[src/rtl/pr_dec_strobe.sv]
// Registered 3-to-8 decoder that turns an accepted code into a timed one-hot strobe,
// followed by an enforced idle gap before the next code is taken.
module pr_dec_strobe #(
  parameter int unsigned PULSE_LEN = 4,
  parameter int unsigned GAP_LEN   = 1
) (
  input  logic       clk,
  input  logic       rst,
  input  logic       in_valid,
  output logic       in_ready,
  input  logic       a,
  input  logic       b,
  input  logic       c,
  input  logic       cancel,
  output logic [7:0] d,
  output logic       d_valid,
  output logic       busy,
  output logic [7:0] strobe_cnt
);

  typedef enum logic [1:0] {
    IDLE  = 2'd0,
    PULSE = 2'd1,
    GAP   = 2'd2
  } state_t;

  localparam logic [3:0] PULSE_LOAD = 4'(PULSE_LEN - 1);
  localparam logic [3:0] GAP_LOAD   = (GAP_LEN > 0) ? 4'(GAP_LEN - 1) : 4'd0;

  state_t     state_q, state_d;
  logic [3:0] cnt_q, cnt_d;
  logic [2:0] code_q, code_d;
  logic [7:0] strobe_cnt_q, strobe_cnt_d;
  logic [7:0] d_q, d_d;
  logic       d_valid_q, d_valid_d;
  logic       in_ready_q, in_ready_d;
  logic       busy_q, busy_d;

  always_comb begin
    state_d      = state_q;
    cnt_d        = cnt_q;
    code_d       = code_q;
    strobe_cnt_d = strobe_cnt_q;

    case (state_q)
      IDLE: begin
        // The code is only sampled on an accepting edge, so don't-care
        // inputs at any other time cannot reach d.
        if (in_valid) begin
          state_d = PULSE;
          cnt_d   = PULSE_LOAD;
          code_d  = {a, b, c};
        end
      end
      PULSE: begin
        if (cancel) begin
          state_d = IDLE;
          cnt_d   = 4'd0;
        end else if (cnt_q == 4'd0) begin
          strobe_cnt_d = strobe_cnt_q + 8'd1;
          if (GAP_LEN > 0) begin
            state_d = GAP;
            cnt_d   = GAP_LOAD;
          end else begin
            state_d = IDLE;
          end
        end else begin
          cnt_d = cnt_q - 4'd1;
        end
      end
      GAP: begin
        if (cancel || cnt_q == 4'd0) begin
          state_d = IDLE;
          cnt_d   = 4'd0;
        end else begin
          cnt_d = cnt_q - 4'd1;
        end
      end
      default: begin
        state_d = IDLE;
        cnt_d   = 4'd0;
      end
    endcase

    // Outputs are decoded from the next state so they register alongside it.
    d_valid_d  = (state_d == PULSE);
    d_d        = d_valid_d ? (8'b1 << code_d) : 8'h00;
    in_ready_d = (state_d == IDLE);
    busy_d     = ~in_ready_d;
  end

  always_ff @(posedge clk) begin
    if (rst) begin
      state_q      <= IDLE;
      cnt_q        <= 4'd0;
      code_q       <= 3'b000;
      strobe_cnt_q <= 8'h00;
      d_q          <= 8'h00;
      d_valid_q    <= 1'b0;
      in_ready_q   <= 1'b1;
      busy_q       <= 1'b0;
    end else begin
      state_q      <= state_d;
      cnt_q        <= cnt_d;
      code_q       <= code_d;
      strobe_cnt_q <= strobe_cnt_d;
      d_q          <= d_d;
      d_valid_q    <= d_valid_d;
      in_ready_q   <= in_ready_d;
      busy_q       <= busy_d;
    end
  end

  assign d          = d_q;
  assign d_valid    = d_valid_q;
  assign in_ready   = in_ready_q;
  assign busy       = busy_q;
  assign strobe_cnt = strobe_cnt_q;

endmodule
[config.mk]
export PLATFORM = sky130hd
export DESIGN_NAME = pr_dec_strobe
export DESIGN_NICKNAME = d
export VERILOG_FILES = /design/src/rtl/pr_dec_strobe.sv
export SDC_FILE = /design/constraint.sdc
export NUM_CORES = 1
export LEC_CHECK = 0
export CAP_MARGIN = 20
export CORE_UTILIZATION = 53
export DETAILED_ROUTE_END_ITERATION = 16
export GPL_TIMING_DRIVEN = 0
export PLACE_DENSITY = 0.78
export SLEW_MARGIN = 20
export SYNTH_ARGS = -nofsm -noshare
export SYNTH_HDL_FRONTEND = slang
export SYNTH_SLANG_ARGS = --single-unit
[constraint.sdc]
create_clock -name clk -period 4.2 [get_ports clk]
set_input_delay 0.84 -clock clk [delete_from_list [all_inputs] [get_ports clk]]
set_output_delay 0.84 -clock clk [all_outputs]
set_load 0.1 [all_outputs]
==> summary by stage, run 1 <==
Run status
The flow ran to the end, and the final reports show no timing, DRC or antenna violations.

Die
The chip width is 51.1 um. The area enclosed by the die boundary is 2610 um^2. Measured along the y axis, the die boundary spans 51.1 um. For this configuration, the core starts out at a cell density of 0.571. The floorplan has 17 rows.

In this run the standard cell core region covers 2230 um^2. 26 I/O pins were placed.

Routing
The first detailed-routing pass took 4 iterations. The routed via count is 1047. The routed wire length is 2490 um. The post-detailed-route count of antenna-violating nets is 0. The post-detailed-route DRC marker count is 0. The detailed router finished its first iteration with 14 violations. The via-per-instance ratio is 5.40. After detailed routing, the average wire length per cell comes to 12.9 um.

Logic synthesis
The number of unique standard cell types used by synthesis is 36. Synthesis inferred 28 register bits. The total number of yosys warnings is 0. The library cell occupying the most area in the post-synthesis netlist is sky130_fd_sc_hd__dfxtp_1. The synthesized netlist net count is 149. The synthesized design contains 0 enable-type register cells.

In the synthesized netlist the async set-or-reset flop fraction comes to 0. The proportion of synthesized chip area in sequential cells is 0.439. After synthesis, the mean cell area works out to 9.18 um^2. The top flip-flop cell by instance count after synthesis is sky130_fd_sc_hd__dfxtp_1.

The share of the synthesized area in the top cell type is 0.439. Sorting the synthesized cells by area gives the leading types as sky130_fd_sc_hd__dfxtp_1 44%, sky130_fd_sc_hd__nor2_1 5.3%, sky130_fd_sc_hd__xor2_1 4.8%, sky130_fd_sc_hd__a21oi_1 3.1%, sky130_fd_sc_hd__ha_1 2.9%. The cell area that synthesis handed to floorplanning was 1280 um^2. The synthesized instance count is 139.

Worst setup path
For the worst flop-to-flop path, the logic depth is 7. The startpoint of the worst setup timing path is strobe_cnt[2]. The critical path goes through clkdlybuf4s50_1.

In this run the critical register-to-register path is launched from cnt_q[0]. The count of buffering cells on the critical path with inverters included is 1. The setup check on the worst reg-to-reg path leaves a slack of 2.49 ns. Following the worst setup path forward leads to its endpoint at strobe_cnt[2].

The largest fanout on the critical path is 6. STA classifies the critical path startpoint as a flip-flop. The end of the worst register-to-register path is strobe_cnt[7].

The critical path in this run is classified as flip-flop to primary output. In this design, the stage delay of the slowest critical-path cell is 1.17 ns. STA classifies the critical path endpoint as a primary output.

At the worst endpoint, the required time is 3.36 ns. The slowest stage of the critical path is the sky130_fd_sc_hd__clkdlybuf4s50_1 cell. The data arrival time of the worst path is 1.95 ns. In this run the number of cells on the critical path is 1. The family of cells with the greatest summed delay on the critical path is buffers and inverters.

STA
The final hold violation count is 0. The final critical delay including setup and external delays is 2.79 ns. Setup repair after global routing left no endpoint under its margin. The setup violation total in the final timing report is 0. Setup total negative slack on the finished layout was measured at 0 ns. Dividing the final minimum period by the clock period gives 0.664. Clock skew on the completed layout was measured at 0.00307 ns.

Based on the critical path, the design can be clocked at up to 359 MHz. The final-report max-slew violation count was 0. Headroom to the max-slew limit came out at 0.353. For the pin with the worst max-slew slack, the measured transition is 0.968 ns.

Clock network
Buffers inserted to repair hold after CTS numbered 0. Clock tree synthesis selected as its root buffer the cell sky130_fd_sc_hd__clkbuf_4. The insertion delay of the later-clocked pin in the worst-skew pair is 0.32 ns.

In this run the number of H-tree levels came out at 1. The number of buffers inserted by post-CTS setup repair is 0. The number of buffers created by CTS is 3. The maximum buffer depth of the clock tree is 2. The clock slew at the register clock pins of the worst setup and hold paths is 0.15 ns. The clock tree from TritonCTS is built. Gates resized during post-CTS repair numbered 0.

The number of clock sinks is 28.

Place
The HPWL after detailed placement is 1830 um. Input and output buffers added on the ports amount to 23. At the end of routability-driven placement, the weighted congestion stood at 0.770. The instance area after placement is 1540 um^2.

Hold path
In this run the worst hold path is classified as flip-flop to flip-flop.

Final layout
Registers take 561 um^2. The leading cell type in the layout, fill and taps excluded is sky130_fd_sc_hd__dfxtp_1. The number of antenna diodes in the final layout is 0.

The share of layout cells above drive strength 1 is 0.0904. After filler insertion, the fill cell instance count of the layout stands at 177. The post-layout instance area is 1590 um^2. Compared with the post-synthesis result, the final layout area differs by 24.9%. The multi-input combinational cell area is 657 um^2. In the layout the commonest cells are 28 x sky130_fd_sc_hd__dfxtp_1, 23 x sky130_fd_sc_hd__clkdlybuf4s50_1, 18 x sky130_fd_sc_hd__nor2_1. The total number of nets in the final design is 177.

GRT
The via count of the first global-routing pass came to 1031. The initial antenna violation count is 0. The wire length of the first global-routing pass is 4240 um.

The global-route congestion overflow total is 0. Entering global routing, the biggest net connects 17 pins. For this run, the total global-route usage over all layers was measured as 0.216.

Job
Across the run, the number of max-cap violations was 0.

Pwr
The leakage power of the design is 0.603 nW. The largest vdd supply drop is 262 uV. The power density over cell area is 356 nW/um^2.
-- state kept, by name, indices dropped and copies added, names as in the netlist --
name and flops:
d_valid 1, d 8, strobe_cnt 8, in_ready 1, busy 1, code_q 3
cnt_q 4, state_q 2
-- cell families after synthesis --
group	count (synthesis)	synth area share
compound gates	20	0.100
simple gates	65	0.308
xor+xnor	9	0.0618
flops	28	0.439
buf+inv	12	0.0461
fa+ha+maj	3	0.0294
mux	2	0.0157
-- worst register-to-register path: stages, from the launching register on --
cell and delay [ns]:
sky130_fd_sc_hd__dfxtp_1 0.35, sky130_fd_sc_hd__inv_1 0.09, sky130_fd_sc_hd__ha_1 0.14, sky130_fd_sc_hd__nor3b_2 0.32
sky130_fd_sc_hd__buf_2 0.28, sky130_fd_sc_hd__nand4_1 0.14, sky130_fd_sc_hd__xnor2_1 0.16, sky130_fd_sc_hd__nor2b_1 0.13
-- worst min-delay path by stage --
stage	from	endpoint	cells after the start
final	code_q[2]	code_q[2]	2
after global routing	strobe_cnt[1]	strobe_cnt[1]	2
after CTS	code_q[2]	code_q[2]	2
after detailed placement	code_q[2]	code_q[2]	2
after global placement	code_q[2]	code_q[2]	2
after floorplan	code_q[2]	code_q[2]	2
-- area by class of cell --
| type | count | share of cell area |
|---|---|---|
| Clock inverter | 1 | 0.0188 |
| Inverter | 4 | 0.00942 |
| Tap cell | 28 | 0.0220 |
| Sequential cell | 28 | 0.352 |
| Buffer | 8 | 0.0275 |
| Timing Repair Buffer | 23 | 0.144 |
| Multi-Input combinational cell | 99 | 0.412 |
| Clock buffer | 3 | 0.0141 |
-- cells in the mapped netlist, drive strengths merged, types with 3 or more instances --
cell type	instances
nand3	4
inv	4
ha	3
nand2	7
nor3	7
dfxtp	28
a21oi	9
and4	3
nor2	18
nor3b	5
o21ai	3
or3b	3
nand2b	6
nand4	3
buf	5
nor2b	3
clkbuf	3
o21bai	3
xor2	7
-- metal layers --
metal | GRT usage | vias up | wire (um)
met5 | 0 | - | 0
met4 | 0.0972 | 0 | 17
li1 | - | 535 | -
met3 | 0.0357 | 2 | 70
met2 | 0.362 | 16 | 1210
met1 | 0.269 | 494 | 1200
-- per-stage QoR --
step	hold slack, ns	setup WS, ns	cells	utilization	power [mW]
after floorplan	0.460	2.26	139	-	0.372
after global placement	0.483	1.79	190	0.690	0.395
after detailed placement	0.493	1.79	190	0.690	0.399
after CTS	0.514	1.41	194	0.714	0.573
after global routing	0.547	1.34	194	0.714	0.589
final	0.513	1.41	194	0.714	0.567
-- power by group --
part / switching, mW / total, mW / internal, mW / leakage, nW
Combinational: 0.0745 / 0.112 / 0.0371 / 0.347
Clock: 0.0777 / 0.174 / 0.0964 / 0.0279
Sequential: 0.00575 / 0.281 / 0.275 / 0.228
(Power assumes the default switching activity.)
==> run 2: changes to the inputs <==
- CORE_UTILIZATION: 53 -> 50
- PLACE_DENSITY: 0.78 -> 0.74
- clock period: 4.2 -> 2.71 ns (I/O delays scaled with it)
==> summary by stage, run 2 (same netlist as run 1, synthesis figures left out) <==
Run status
Status: completed (unchanged).

Worst setup path
The cell with the largest stage delay on the worst path is sky130_fd_sc_hd__clkdlybuf4s50_1 (unchanged). Critical path cell sequence: clkdlybuf4s50_1 (unchanged). The kind of start point of the critical path is a flip-flop (unchanged).

The end of the worst register-to-register path is strobe_cnt[7] (unchanged). The family of cells with the greatest summed delay on the critical path is buffers and inverters (unchanged). The count of buffering cells on the critical path with inverters included is 1 (unchanged).

The delay of the slowest cell on the worst path came to 1.17 ns (about the same). The startpoint of the worst setup timing path was strobe_cnt[2] (unchanged). The type of the setup path with the least slack was flip-flop to primary output (unchanged). The capture point of the critical path is strobe_cnt[2] (unchanged).

The worst reg2reg path startpoint is cnt_q[0] (unchanged). The critical path required time is 2.17 ns (was 3.36 ns). The data arrival time of the worst path was 1.95 ns (about the same). The cell count along the critical path was 1 (unchanged). The flop-to-flop setup slack was 0.99 ns (was 2.49 ns). The largest fanout on the critical path is 6 (unchanged).

The count of cells along the worst register-to-register path is 7 (unchanged). The kind of end point of the critical path is a primary output (unchanged).

Die
The starting density of the core is 0.550 (was 0.571). The area enclosed by the die boundary is 2760 um^2 (was 2610 um^2). The number of core rows came to 17 (unchanged).

The placeable core area is 2320 um^2 (was 2230 um^2). The chip width is 52.5 um (was 51.1 um). The height of the die came to 52.5 um (was 51.1 um). The number of top-level pins is 26 (unchanged).

Final layout
The total number of nets in the final design is 177 (unchanged). The multi-input combinational cell area is 657 um^2 (unchanged). The share of layout cells above drive strength 1 is 0.0904 (unchanged). Commonest cells after routing, fill and taps aside: 28 x sky130_fd_sc_hd__dfxtp_1, 23 x sky130_fd_sc_hd__clkdlybuf4s50_1, 18 x sky130_fd_sc_hd__nor2_1 (unchanged). The layout overhead on the synthesized area was 24.9% (unchanged). The antenna diode count is 0 (unchanged). The register area is 561 um^2 (unchanged). The leading cell type in the layout, fill and taps excluded is sky130_fd_sc_hd__dfxtp_1 (unchanged). The number of inserted filler cells in the final layout is 201 (was 177).

Clock network
The maximum buffer depth of the clock tree came to 2 (unchanged). The number of buffers inserted by post-CTS setup repair is 0 (unchanged). The number of instances resized during post-cts repair is 0 (unchanged). The clock tree from TritonCTS is built (unchanged). The number of buffers created by CTS was 3 (unchanged). The number of clock sinks is 28 (unchanged). The number of hold buffers added after CTS is 0 (unchanged).

The H-tree depth was 1 (unchanged). The insertion delay of the later-clocked pin in the worst-skew pair came to 0.32 ns (about the same). The clock slew at the register clock pins of the worst setup and hold paths is 0.15 ns (about the same). The clock tree root buffer cell is sky130_fd_sc_hd__clkbuf_4 (unchanged).

GRT
The total routing resource utilization after global routing is 0.203 (was 0.216). The global-route congestion overflow total is 0 (unchanged). The via count of the first global-routing pass is 957 (was 1031). The initial antenna violation count was 0 (unchanged). The largest net degree at the start of global routing was 17 (unchanged). The wire length of the first global-routing pass is 4120 um (was 4240 um).

STA
The final hold violation count is 0 (unchanged). The setup violation total in the final timing report came to 0 (unchanged). RSZ-0062 raised after global routing: no (unchanged). The worst slew margin relative to its limit is 0.349 (was 0.353). The total negative slack for setup checks is 0 ns (unchanged). The transition time at the pin with the least slew margin is 0.973 ns (was 0.968 ns). The final-report max-slew violation count is 0 (unchanged).

Derived from the worst setup path, the maximum achievable clock frequency is 402 MHz. The setup skew after layout came to 0.00340 ns (was 0.00307 ns). The smallest hold slack came to 0.504 ns (was 0.513 ns). The routed design could run at a clock period as short as 2.49 ns. Dividing the final minimum period by the clock period gives 0.918.

Routing
The post-detailed-route DRC marker count is 0 (unchanged). The wire length per cell is 12.6 um (was 12.9 um). The count of TritonRoute iterations in the first routing pass is 4 (unchanged).

The starting DRC count in detailed routing is 11 (was 14). The routed via count is 1053 (was 1047). The routed wire length is 2440 um (was 2490 um). The post-detailed-route count of antenna-violating nets is 0 (unchanged).

The via-per-instance ratio came to 5.43 (was 5.40).

Place
The global placer's final weighted congestion is 0.800 (was 0.770). The total half-perimeter wirelength after legalization and detailed placement is 1790 um (was 1830 um). The number of buffers added on ports is 23 (unchanged).

Pwr
The largest vdd supply drop is 350 uV (was 262 uV). The leakage power of the design is 0.603 nW (unchanged). The power density over cell area is 550 nW/um^2 (was 356 nW/um^2).

Job
The number of violations of the max-capacitance limit was 0 (unchanged).

Hold path
The worst min-delay path class is input port to flip-flop (was flip-flop to flip-flop).
run 2: cell counts in the layout (fill, tap and decap cells not counted):
Identical to the previous run, type by type.
run 2: area by class of cell:
type,count,share of cell area
inverter,4,0.00942
clock buffer,3,0.0141
buffer,8,0.0275
clock inverter,1,0.0188
multi-input combinational,99,0.412
tap,28,0.0220
timing repair buffer,23,0.144
sequential,28,0.352
run 2: how the worst min path moves through the flow:
| stage | startpoint | end | depth (start not counted) |
|---|---|---|---|
| final | cancel | state_q[1] | 2 |
| after global routing | cancel | state_q[1] | 2 |
| after CTS | cancel | state_q[1] | 2 |
| after detailed placement | strobe_cnt[1] | strobe_cnt[1] | 2 |
| after global placement | code_q[2] | code_q[2] | 2 |
| after floorplan | code_q[2] | code_q[2] | 2 |
run 2: report_power, final:
part	internal [mW]	switching (mW)	leakage [nW]
registers	0.427	0.00872	0.228
clock network	0.150	0.120	0.0279
logic	0.0574	0.115	0.347
total	0.634	0.243	0.603
run 2: layer usage:
layer / routed length, um / share of wire / GRT usage
met1: 1160 / 0.48 / 0.267
met2: 1170 / 0.48 / 0.335
met3: 87 / 0.036 / 0.0261
met4: 14 / 0.0057 / 0.0789
met5: 0 / 0 / 0
run 2: through the flow:
stage	area (um^2)	utilization	std cells	total power [mW]	setup WS [ns]
6_report	1590	0.688	194	0.877	0.222
2_1_floorplan	1280	-	139	0.576	0.768
3_5_place_dp	1540	0.665	190	0.617	0.603
3_3_place_gp	1540	0.665	190	0.613	0.594
5_1_grt	1590	0.688	194	0.917	0.130
4_1_cts	1590	0.688	194	0.888	0.204
==> run 3: changes to the inputs <==
- CTS_CLUSTER_SIZE: unset -> 16
==> results of run 3 <==
The final DEF is identical to that of run 2; final timing and power are the same.
